[src/rtl/ram_arb_pkg.sv]
// Shared definitions for the RAM arbiter family: default sizing, the
// circular first-one search and the debug state encoding.
package ram_arb_pkg;

    localparam int CReqCntDef   = 4;
    localparam int CBurstMaxDef = 4;
    localparam int CReqMax      = 8;

    typedef enum logic [1:0] {
        ST_IDLE  = 2'd0,
        ST_SHARE = 2'd1,
        ST_BURST = 2'd2
    } arb_state_e;

    // Returns {found, index} of the first set bit at or after ptr, wrapping at n.
    function automatic logic [3:0] rr_first(
        input logic [CReqMax-1:0] pend,
        input logic [2:0]         ptr,
        input int                 n
    );
        logic [3:0] res;
        int         idx;
        res = '0;
        for (int k = CReqMax - 1; k >= 0; k--) begin
            idx = int'(ptr) + k;
            if (idx >= n) idx = idx - n;
            if ((k < n) && pend[idx[2:0]]) res = {1'b1, idx[2:0]};
        end
        return res;
    endfunction

endpackage

[src/rtl/ram_arb_sx_rr_pick.sv]
// Combinational round-robin picker: one-hot winner and its index, searching
// circularly from the priority pointer.
module rr_pick
    import ram_arb_pkg::*;
#(
    parameter int N  = 4,
    parameter int IW = $clog2(N)
) (
    input  logic [N-1:0]  pend,
    input  logic [IW-1:0] ptr,
    output logic [N-1:0]  win_oh,
    output logic [IW-1:0] win_idx,
    output logic          win_vld
);

    logic [CReqMax-1:0] pend_ext;
    logic [3:0]         res;

    always_comb begin
        pend_ext        = '0;
        pend_ext[N-1:0] = pend;
        res             = rr_first(pend_ext, 3'(ptr), N);
        win_vld         = res[3];
        win_idx         = IW'(res[2:0]);
        win_oh          = '0;
        if (res[3]) win_oh[win_idx] = 1'b1;
    end

endmodule

[src/rtl/ram_arb_sx.sv]
// Round-robin arbiter sharing one single-port synchronous RAM between
// several requesters, with optional locked bursts and one-hot read return.
module ram_arb_sx
    import ram_arb_pkg::*;
#(
    parameter int CReqCnt   = CReqCntDef,
    parameter int CAddrLen  = 13,
    parameter int CDataLen  = 128,
    parameter int CBurstMax = CBurstMaxDef
) (
    input  logic                         AClkH,
    input  logic                         AResetH,
    input  logic                         AClkHEn,
    input  logic [CReqCnt*CAddrLen-1:0]  AReqAddr,
    input  logic [CReqCnt*CDataLen-1:0]  AReqMosi,
    input  logic [CReqCnt-1:0]           AReqWrEn,
    input  logic [CReqCnt-1:0]           AReqRdEn,
    input  logic [CReqCnt-1:0]           AReqLock,
    output logic [CReqCnt-1:0]           AGnt,
    output logic [CReqCnt-1:0]           ARdVld,
    output logic [CDataLen-1:0]          AMiso,
    output logic [CAddrLen-1:0]          ARamAddr,
    output logic [CDataLen-1:0]          ARamMosi,
    output logic                         ARamWrEn,
    output logic                         ARamRdEn,
    input  logic [CDataLen-1:0]          ARamMiso
);

    localparam int CPtrW = $clog2(CReqCnt);
    localparam int CCntW = $clog2(CBurstMax + 1);

    logic [CReqCnt-1:0] pend;
    logic [CReqCnt-1:0] win_oh;
    logic [CPtrW-1:0]   win_idx;
    logic               win_vld;
    logic               gnt_any;

    logic [CPtrW-1:0]   ptr_q, ptr_d;
    logic [CCntW-1:0]   burst_q, burst_d;
    logic [CCntW-1:0]   burst_base, burst_inc;
    logic [CReqCnt-1:0] rd_own_q, rd_own_d;
    arb_state_e         state_q, state_d;

    assign pend = AReqWrEn | AReqRdEn;

    rr_pick #(
        .N  (CReqCnt),
        .IW (CPtrW)
    ) u_pick (
        .pend    (pend),
        .ptr     (ptr_q),
        .win_oh  (win_oh),
        .win_idx (win_idx),
        .win_vld (win_vld)
    );

    always_comb begin
        gnt_any  = win_vld & AClkHEn & ~AResetH;
        AGnt     = gnt_any ? win_oh : '0;
        ARamAddr = AReqAddr[int'(win_idx)*CAddrLen +: CAddrLen];
        ARamMosi = AReqMosi[int'(win_idx)*CDataLen +: CDataLen];
        ARamWrEn = gnt_any & AReqWrEn[win_idx];
        ARamRdEn = gnt_any & AReqRdEn[win_idx];
    end

    // A burst only continues for the owner that held the previous grant; any
    // other winner, or an owner that dropped out, starts counting afresh.
    always_comb begin
        ptr_d      = ptr_q;
        burst_d    = burst_q;
        rd_own_d   = rd_own_q;
        state_d    = state_q;
        burst_base = ((state_q == ST_BURST) && (win_idx == ptr_q)) ? burst_q : '0;
        burst_inc  = burst_base + CCntW'(1);
        if (AClkHEn) begin
            rd_own_d = AGnt & AReqRdEn;
            if (gnt_any) begin
                if (AReqLock[win_idx] && (burst_inc < CCntW'(CBurstMax))) begin
                    ptr_d   = win_idx;
                    burst_d = burst_inc;
                end else begin
                    ptr_d   = (win_idx == CPtrW'(CReqCnt - 1)) ? '0 : win_idx + CPtrW'(1);
                    burst_d = '0;
                end
            end else begin
                burst_d = '0;
            end
            if (!gnt_any)            state_d = ST_IDLE;
            else if (burst_d != '0)  state_d = ST_BURST;
            else                     state_d = ST_SHARE;
        end
    end

    always_ff @(posedge AClkH) begin
        if (AResetH) begin
            ptr_q    <= '0;
            burst_q  <= '0;
            rd_own_q <= '0;
            state_q  <= ST_IDLE;
        end else begin
            ptr_q    <= ptr_d;
            burst_q  <= burst_d;
            rd_own_q <= rd_own_d;
            state_q  <= state_d;
        end
    end

    // Read return is blanked throughout reset, not just after the first edge.
    assign ARdVld = AResetH ? '0 : rd_own_q;
    assign AMiso  = ((|rd_own_q) && !AResetH) ? ARamMiso : '0;

endmodule

[config.mk]
export PLATFORM = sky130hd
export DESIGN_NAME = ram_arb_sx
export DESIGN_NICKNAME = d
export VERILOG_FILES = /design/src/rtl/ram_arb_pkg.sv /design/src/rtl/ram_arb_sx_rr_pick.sv /design/src/rtl/ram_arb_sx.sv
export SDC_FILE = /design/constraint.sdc
export NUM_CORES = 1
export LEC_CHECK = 0
export ABC_AREA = 1
export CELL_PAD_IN_SITES_DETAIL_PLACEMENT = 1
export CELL_PAD_IN_SITES_GLOBAL_PLACEMENT = 1
export CORE_AREA = 5 5 381 383
export DETAILED_ROUTE_END_ITERATION = 10
export DIE_AREA = 0 0 386 388
export HOLD_SLACK_MARGIN = 0.12
export PLACE_DENSITY = 0.47
export REMOVE_ABC_BUFFERS = 1
export SYNTH_ARGS = -nofsm -noshare
export SYNTH_HDL_FRONTEND = slang
export SYNTH_SLANG_ARGS = --single-unit
[constraint.sdc]
create_clock -name AClkH -period 4.2 [get_ports AClkH]
set_input_delay 0.63 -clock AClkH [delete_from_list [all_inputs] [get_ports AClkH]]
set_output_delay 0.63 -clock AClkH [all_outputs]
set_load 0.1 [all_outputs]
; ---- After elaboration in Yosys (flattened, before gate mapping)
; Index checks and enable logic that the tools add are counted.
[word_totals]
mem_bits_rw = 0
ff_bits = 11
latchBits = 0
wordCells = 81
romBits = 0
output_inout_bits = 279
in_bits = 707
n_memories = 0
[classes]
eq_ne = 3
magnitude_cmp = 11
div = 0
n_mux = 36
shifts = 2
n_addsub = 9
mul = 1
bitwise_logic = 7
n_reduce_logical = 8
[ops]
columns = cell, count
row1 = $shiftx 512x10->128, 1
row2 = $mux 128, 1
row3 = $ge 32x4->1 const B, 3
row4 = $shiftx 52x7->13, 1
row5 = $mux 4, 7
row6 = $mux 3, 8
row7 = $lt 3x4->1 const B, 4
row8 = $bmux 1 s3, 4
row9 = $sub 3x3->3 const B, 3
row10 = $mux 1, 8
row11 = $mux 2, 4
row12 = $add 2x2->3 const B, 2
row13 = $bmux 1 s2, 3
row14 = $mul 2x4->6 const B, 1
row15 = $and 1x1->1, 4
row16 = $and 4x4->4, 1
row17 = $eq 2x2->1 const B, 2
row18 = $logic_and 1x1->1, 4
row19 = $or 4x4->4, 1
row20 = $reduce_or 4->1, 1
row21 = $add 2x1->3 const B, 1
row22 = $add 3x1->3 const B, 1
row23 = $ge 2x3->1 const B, 1
row24 = $lt 2x3->1 const B, 1
row25 = 10 further kinds, 10

; ---- Depth between registers and ports, before layout
; Gate-level depths: netlist of run 1.
[logic_depth]
depth_word = 21
mapped_depth = 19
mapped_depth_nobuf = 19

; ---- Hierarchy
; A second synthesis of run 1 with hierarchy kept.
[unflattened]
cells_unflattened = 1246
area_unflattened_um2 = 5880.6
[by_module_without_submodules]
columns = mod, cells_per_inst, seq_area_each_um2, instances, area_each_um2
row1 = ram_arb_sx, 1187, 220.2, 1, 5564.1
row2 = rr_pick, 59, 0.0, 1, 316.6

; ---- Least setup slack after synthesis of run 1
; OpenSTA, ideal clock, no wires.
[synth_path]
path_kind = input to output
start = input port AReqWrEn[3]
end = output port ARamMosi[108]
t_required_ns = 3.570
cell_stages = 14
setup_slack_ns = 0.240
n_path_buf = 3
arrival_time_ns = 3.330
cell_sequence = nor2_1 -> nand2_1 -> nand2_1 -> nand2_1 -> nand2_2 -> nand2_2 -> nand2_1 -> nand2_2 -> nand2_4 -> buf_6 -> buf_12 -> buf_8 -> a21oi_2 -> a22oi_1
[synth_via]
elab_chain_cells = 8
word_cells_on_any_way = 14
classes_between = shift: 1 / mux: 12 / bitwise: 1
[synth_rtl]
columns = element, line
row1 = from (decl), ram_arb_sx.sv:16  ; input logic [CReqCnt-1:0] AReqWrEn,
row2 = $or 4x4->4 *, ram_arb_sx.sv:44  ; assign pend = AReqWrEn | AReqRdEn;
row3 = $bmux 1 s3, ram_arb_pkg.sv:27  ; if ((k < n) && pend[idx[2:0]]) res = {1'b1, idx[2:0]};
row4 = $mux 1 (implied by the code), ram_arb_pkg.sv:27
row5 = $mux 4 (3 in series), ram_arb_pkg.sv:27
row6 = $mux 4 *, ram_arb_pkg.sv:27
row7 = $shiftx 512x10->128 *, ram_arb_sx.sv:61  ; ARamMosi = AReqMosi[int'(win_idx)*CDataLen +: CDataLen];
row8 = to (decl), ram_arb_sx.sv:23  ; output logic [CDataLen-1:0] ARamMosi,
; Every way passes the cells marked *; elsewhere a longest branch is shown, timed or not. The select of a mux whose other input is x is not followed.

; ---- Worst setup path in the final report of run 1
[layout_path]
start = input port AReqRdEn[1]
end = output port ARamWrEn
[layout_via]
elab_chain_cells = 10
word_cells_on_any_way = 18
classes_between = mux: 14 / bitwise: 4
[layout_rtl]
columns = element, line
row1 = from (decl), ram_arb_sx.sv:17  ; input logic [CReqCnt-1:0] AReqRdEn,
row2 = $or 4x4->4 *, ram_arb_sx.sv:44
row3 = $bmux 1 s3, ram_arb_pkg.sv:27
row4 = $mux 1 (implied by the code), ram_arb_pkg.sv:27
row5 = $mux 4 (3 in series), ram_arb_pkg.sv:27
row6 = $mux 4 *, ram_arb_pkg.sv:27
row7 = $bmux 1 s2 or $and 1x1->1 (tied branches), "ram_arb_sx.sv:62, ram_arb_sx.sv:58"
row8 = $mux 1 (implied by the code) or $and 1x1->1 (tied branches), "ram_arb_sx.sv:62, ram_arb_sx.sv:58"
row9 = $and 1x1->1 *, ram_arb_sx.sv:62  ; ARamWrEn = gnt_any & AReqWrEn[win_idx];
row10 = to (decl), ram_arb_sx.sv:24  ; output logic ARamWrEn,
; Marked as above.

==> impl_metrics.env, run 1 <==
export IMPL_status="complete, no violations"
export IMPL_worst_slew_pin_slew_ns=0.615
export IMPL_cts_buffer_depth=2
export IMPL_htreeDepth=1
export IMPL_rsz0062_at_grt="false"
export IMPL_layout_common_cells="706 x clkdlybuf4s50_1, 320 x nand2_1, 247 x buf_12"
export IMPL_final_seq_area_um2=220
export IMPL_ys_types=32
export IMPL_viasPerCell=3.04
export IMPL_worst_slack_ns=0.190
export IMPL_critPathKind="in -> out"
export IMPL_dieArea_um2=150000
export IMPL_synth_edf_count=0
export IMPL_fin_nets=2899
export IMPL_cts_setup_buffers=0
export IMPL_setup_viol=0
export IMPL_drc=0
export IMPL_grt_pass1_vias=13300
export IMPL_wl_met3_um=7210
export IMPL_cts_buffers=3
export IMPL_critPathArrivalTime_ns=3.38
export IMPL_grt_usage=0.116
export IMPL_yosys_area_share_simple=0.268
export IMPL_power_mw=13.2
export IMPL_rr_startpoint="ptr_q[0]"
export IMPL_grt_first_pass_wirelength_um=120000
export IMPL_synth_xor_area_share=0
export IMPL_wl_met2_um=44500
export IMPL_async_flop_share=0
export IMPL_hold_viol=0
export IMPL_rows=138
export IMPL_endpoint_kind="output pin"
export IMPL_place_area_um2=21700
export IMPL_worst_hold_slack_ns=0.455
export IMPL_post_route_period_util=0.955
export IMPL_antenna_found_initial=46
export IMPL_finalMaxSlewViolations=0
export IMPL_dr_pass1_iters=4
export IMPL_portBuffers=985
export IMPL_yosys_mux_area_fraction=0.00137
export IMPL_dp_slack_ns=0.110
export IMPL_multi_input_area_um2=5690
export IMPL_die_y_um=388
export IMPL_coreArea_um2=141000
export IMPL_clockRootBuffer="clkbuf_16"
export IMPL_top_layer="met5"
export IMPL_synth_compound_area_frac=0.496
export IMPL_power_ir_vdd_worst_v=0.000500
export IMPL_syn_cell_area_um2=7290
export IMPL_cts_tree="done"
export IMPL_whs_endpoint="state_q[0]"
export IMPL_p_leak_nw=8.54
export IMPL_initial_core_util=0.0517
export IMPL_worst_r2r_setup_slack_ns=1.63
export IMPL_critPathLaunch="AReqRdEn[1]"
export IMPL_skew_ns=0.00662
export IMPL_clock_fmax_ghz=0.249
export IMPL_vias=12400
export IMPL_required_ns=3.57
export IMPL_design_area_um2=21900
export IMPL_cts_hold_buf=0
export IMPL_hpwl_um=84300
export IMPL_wl_per_cell_um=22.8
export IMPL_yosysWarnings=0
export IMPL_synth_seq_cells=11
export IMPL_layout_cells_most_common="clkdlybuf4s50_1"
export IMPL_holdCritStartpoint="state_q[0]"
export IMPL_r2r_end="state_q[0]"
export IMPL_synth_ff_type="dfxtp_1"
export IMPL_hp_class="reg -> reg"
export IMPL_worstSetupStartpointType="primary input"
export IMPL_drt_met1_wl_um=39600
export IMPL_synth_top_family_by_area="compound AO/OA/AOI/OAI gates"
export IMPL_gp_congestion=0.835
export IMPL_period_needed_ns=4.01
export IMPL_drt_wl_total_um=93400
export IMPL_drt_iter0_drc=487
export IMPL_drtAntennaViolNets=0
export IMPL_drive_above_1_share=0.286
export IMPL_io_pins=986
export IMPL_clkTransAtPathRegs_ns=0.05
export IMPL_final_core_util=0.155
export IMPL_synth_adder_area_share=0.0103
export IMPL_synthCells=1227
export IMPL_gr_total_overflow=0
export IMPL_clock_sinks=11
export IMPL_p_per_area_nw_per_um2=602
export IMPL_avgSynthCellArea_um2=5.94
export IMPL_ctsResizeCount=0
export IMPL_fillers=16800
export IMPL_yosysSeqAreaShare=0.0302
export IMPL_crit_fanout=53
export IMPL_die_w_um=386
export IMPL_maxSlewHeadroom=0.590
export IMPL_clk_latency_ns=0.24
export IMPL_ff2ff_path_depth=18
export IMPL_grt_max_degree=129
export IMPL_drv_cap=0
export IMPL_min_path_cells=2
export IMPL_area_delta_synth_final_pct=200
-- registers in the layout, indices dropped and copies added (netlist names) --
| signal | cells |
|---|---|
| rd_own_q | 4 |
| burst_q | 3 |
| ptr_q | 2 |
| state_q | 2 |
-- layer usage --
metal  GRT usage  up-vias
met4      0.0354        8
met3      0.0326       62
met1       0.146     5824
met5           0        -
li1            -     5994
met2       0.193      542
-- cell type report --
class,count,area share
Antenna cell,18,0.00206
Clock buffer,3,0.00343
Clock inverter,1,0.000229
Inverter,158,0.0280
Multi-Input combinational cell,948,0.260
Sequential cell,11,0.0101
Tap cell,1890,0.108
Timing Repair Buffer,1064,0.588
-- Yosys cell counts (3+ instances only) --
master    instances  area share
a22oi_1          36       0.037
o21ai_1           3      0.0021
a22oi_2         105        0.18
buf_2            47       0.032
buf_12           10       0.027
buf_6             9       0.014
nor2_1          150       0.077
a21oi_2         135        0.16
inv_2             3      0.0015
nand2_1         320        0.16
buf_4            14       0.014
inv_1           154       0.079
ha_1              6       0.010
nand2_2           5      0.0043
nand4_1           4      0.0034
nand3_1          11      0.0075
dfxtp_1          11       0.030
a21oi_1         152        0.10
nand3_2           5      0.0069
clkbuf_1         24       0.012
o21ai_0           7      0.0048
buf_8             6       0.012
-- worst max-delay path: stages --
cell             delay [ns]
clkdlybuf4s50_1        0.51
nor2_1                 0.23
nand2_1                0.12
nand3_2                0.13
nand2_1                0.10
inv_2                  0.08
nand3_2                0.15
nand2_8                0.17
buf_12                 0.30
or2_2                  0.19
o211ai_1               0.13
a21oi_1                0.28
buf_4                  0.17
buf_12                 0.16
-- kinds of logic after synthesis --
family / count (synthesis)
AOI/OAI and AO/OA: 442
adders and majority gates: 6
DFF: 11
buffers and inverters: 268
and+or+nand+nor: 499
muxes: 1
-- through the flow --
| stage | setup TNS [ns] | instances |
|---|---|---|
| 3_3_place_gp | 0 | 4071 |
| 2_1_floorplan | -1928.88 | 1117 |
| 6_report | 0 | 4093 |
| 3_5_place_dp | 0 | 4071 |
| 4_1_cts | 0 | 4075 |
| 5_1_grt | 0 | 4090 |
-- power by group --
part	switching, mW	internal [mW]
Sequential	0.00818	0.115
Clock	0.0518	0.126
Combinational	8.49	4.37
-- worst max path at each step --
stage,endpoint,slack (ns)
global placement,ARamWrEn,0.08
detailed placement,ARamMosi[58],0.11
finish,ARamWrEn,0.19
global route,ARamMosi[66],0.001
CTS,ARamMosi[58],0.08
floorplan,AMiso[0],-10.70
Note: power is estimated with default switching activity, not from simulation.
==> run 2, diff against run 1 <==
ABC_AREA = default   (was 1)
CORE_AREA = 5 5 376 378   (was 5 5 381 383)
DIE_AREA = 0 0 381 383   (was 0 0 386 388)
PLACE_DENSITY = 0.48   (was 0.47)
SLEW_MARGIN = 20   (was default)
==> run 2 against run 1 <==
Against the previous run: hold slack gained 0.020 ns; first-iteration DRC count rose by 39%; synthesized cell count down 2.3%; critical path type unchanged; critical endpoint is now ARamMosi[68]; largest cell class unchanged; largest power group unchanged.
==> impl_metrics.env, run 2 <==
export IMPL_hp_class="reg -> reg"
export IMPL_required_ns=3.57
export IMPL_largest_register="rd_own_q"
export IMPL_syn_cell_area_um2=6130
export IMPL_drc=0
export IMPL_finalMaxSlewViolations=0
export IMPL_reg_largest_list="rd_own_q x4, burst_q x3"
export IMPL_synth_top_cell_by_area="nand2_1"
export IMPL_io_pins=986
export IMPL_clockRootBuffer="clkbuf_16"
export IMPL_final_core_util=0.152
export IMPL_p_per_area_nw_per_um2=581
export IMPL_layout_common_cells="702 x clkdlybuf4s50_1, 571 x nand2_1, 281 x buf_4"
export IMPL_clock_fmax_ghz=0.241
export IMPL_synth_seq_cells=11
export IMPL_grt_usage=0.136
export IMPL_portBuffers=985
export IMPL_skew_ns=0.00343
export IMPL_worst_hold_slack_ns=0.475
export IMPL_area_delta_synth_final_pct=240
export IMPL_worst_slew_pin_slew_ns=0.751
export IMPL_drt_iter0_drc=679
export IMPL_cts_hold_buf=0
export IMPL_die_w_um=381
export IMPL_cts_buffer_depth=2
export IMPL_cts_setup_buffers=0
export IMPL_drive_above_1_share=0.221
export IMPL_yosys_top_cells_area="nand2_1 35%, a31oi_1 14%, and3_1 14%"
export IMPL_layout_cells_most_common="clkdlybuf4s50_1"
export IMPL_clock_sinks=11
export IMPL_drtAntennaViolNets=0
export IMPL_yosysSeqAreaShare=0.0359
export IMPL_cts_buffers=3
export IMPL_drt_wl_total_um=106000
export IMPL_grt_first_pass_wirelength_um=136000
export IMPL_crit_fanout=28
export IMPL_worstSetupStartpointType="primary input"
export IMPL_rows=136
export IMPL_multi_input_area_um2=5630
export IMPL_critPathArrivalTime_ns=3.51
export IMPL_status="complete, no violations"
export IMPL_avgSynthCellArea_um2=5.11
export IMPL_viasPerCell=3.27
export IMPL_critPathKind="in -> out"
export IMPL_setup_viol=0
export IMPL_rr_startpoint="ptr_q[0]"
export IMPL_period_needed_ns=4.14
export IMPL_endpoint_kind="output pin"
export IMPL_cts_tree="done"
export IMPL_rsz0062_at_grt="false"
export IMPL_synth_edf_count=0
export IMPL_async_flop_share=0
export IMPL_grt_pass1_vias=14000
export IMPL_critPathLaunch="AReqWrEn[2]"
export IMPL_hpwl_um=96000
export IMPL_ys_types=50
export IMPL_fin_nets=2963
export IMPL_p_leak_nw=8.78
export IMPL_vias=13200
export IMPL_largest_reg_flops=4
export IMPL_fillers=16400
export IMPL_drv_cap=0
export IMPL_dr_pass1_iters=5
export IMPL_post_route_period_util=0.986
export IMPL_gr_total_overflow=0
export IMPL_clkTransAtPathRegs_ns=0.05
export IMPL_yosysWarnings=0
export IMPL_grt_max_degree=129
export IMPL_synth_ff_type="dfxtp_1"
export IMPL_ctsResizeCount=29
export IMPL_final_seq_area_um2=220
export IMPL_synthCells=1199
export IMPL_coreArea_um2=137000
export IMPL_yosysTopAreaCellShare=0.350
export IMPL_die_y_um=383
export IMPL_power_ir_vdd_worst_v=0.000532
export IMPL_maxSlewHeadroom=0.498
export IMPL_synth_most_common_cell="nand2_1"
export IMPL_synth_common_cells="571 x nand2_1, 141 x a31oi_1, 141 x and3_1, 136 x and2_1, 94 x clkbuf_1"
export IMPL_holdCritStartpoint="state_q[1]"
export IMPL_htreeDepth=1
export IMPL_gp_congestion=0.934
export IMPL_antenna_found_initial=68
export IMPL_initial_core_util=0.0447
export IMPL_clk_latency_ns=0.25
export IMPL_hold_viol=0
export IMPL_wl_per_cell_um=26.0
export IMPL_dieArea_um2=146000
## run 2: cell types whose count changed after synthesis, moves of 70 or more
cell	delta
a22oi_2	-105
nor2_1	-141
inv_1	-151
a21oi_2	-135
clkbuf_1	+70
and2_1	+136
nand2_1	+251
and3_1	+141
a31oi_1	+141
a21oi_1	-150
## run 2: logic make-up after synthesis
| family | count (synthesis) | share of synthesized area |
|---|---|---|
| DFF | 11 | 0.0359 |
| buffers and inverters | 120 | 0.0786 |
| muxes | 6 | 0.0182 |
| AOI/OAI and AO/OA | 172 | 0.187 |
| and+or+nand+nor | 884 | 0.668 |
| adders and majority gates | 6 | 0.0122 |
## run 2: layer usage
metal  global-route usage  vias to the layer above  share of wire
li1                     -                     6138              -
met1                0.163                     6283           0.40
met2                0.250                      681           0.50
met3               0.0403                      134          0.079
met4              0.00761                       12          0.012
met5                    0                        -        0.00075
## run 2: final cells by class
| cell class | instances | area share |
|---|---|---|
| Antenna cell | 13 | 0.00156 |
| Clock buffer | 3 | 0.00360 |
| Inverter | 6 | 0.00192 |
| Timing Repair Buffer | 1160 | 0.604 |
| Tap cell | 1794 | 0.108 |
| Sequential cell | 11 | 0.0106 |
| Multi-Input combinational cell | 1068 | 0.270 |
| Clock inverter | 1 | 0.000240 |
## run 2: worst paths after layout
| kind | to | slack, ns | cells after the start |
|---|---|---|---|
| max | ARamMosi[68] | 0.06 | 12 |
| max reg2reg | ptr_q[1] | 0.74 | 11 |
| min | state_q[1] | 0.47 | 1 |
| min reg2reg | state_q[1] | 0.47 | 1 |
## run 2: metrics by stage
step / worst slack (ns) / cell area (um^2) / instances / TNS [ns] / power (mW)
floorplan: -5.06 / 5670 / 1085 / -814.22 / 6.35
global placement: -0.427 / 20500 / 4039 / -4.31 / 11.9
finish: 0.0568 / 20800 / 4056 / 0 / 12.1
CTS: 0.00406 / 20800 / 4043 / 0 / 12.2
detailed placement: -0.409 / 20500 / 4039 / -4.61 / 11.9
global route: 0.0115 / 20800 / 4045 / 0 / 12.6
## run 2: report_power, final
part	leakage (nW)	internal (mW)	total, mW	switching (mW)
logic	8.65	4.11	11.8	7.68
clock network	0.0410	0.127	0.186	0.0586
registers	0.0899	0.115	0.122	0.00765
## run 2: critical path, stage by stage
cell and delay [ns]:
clkdlybuf4s50_1 0.52, nor3_1 0.32, a21oi_1 0.10, o221a_4 0.28
buf_12 0.16, inv_12 0.15, buf_4 0.18, buf_4 0.14
nand2_1 0.13, and3_1 0.22, a31oi_2 0.33, buf_12 0.23
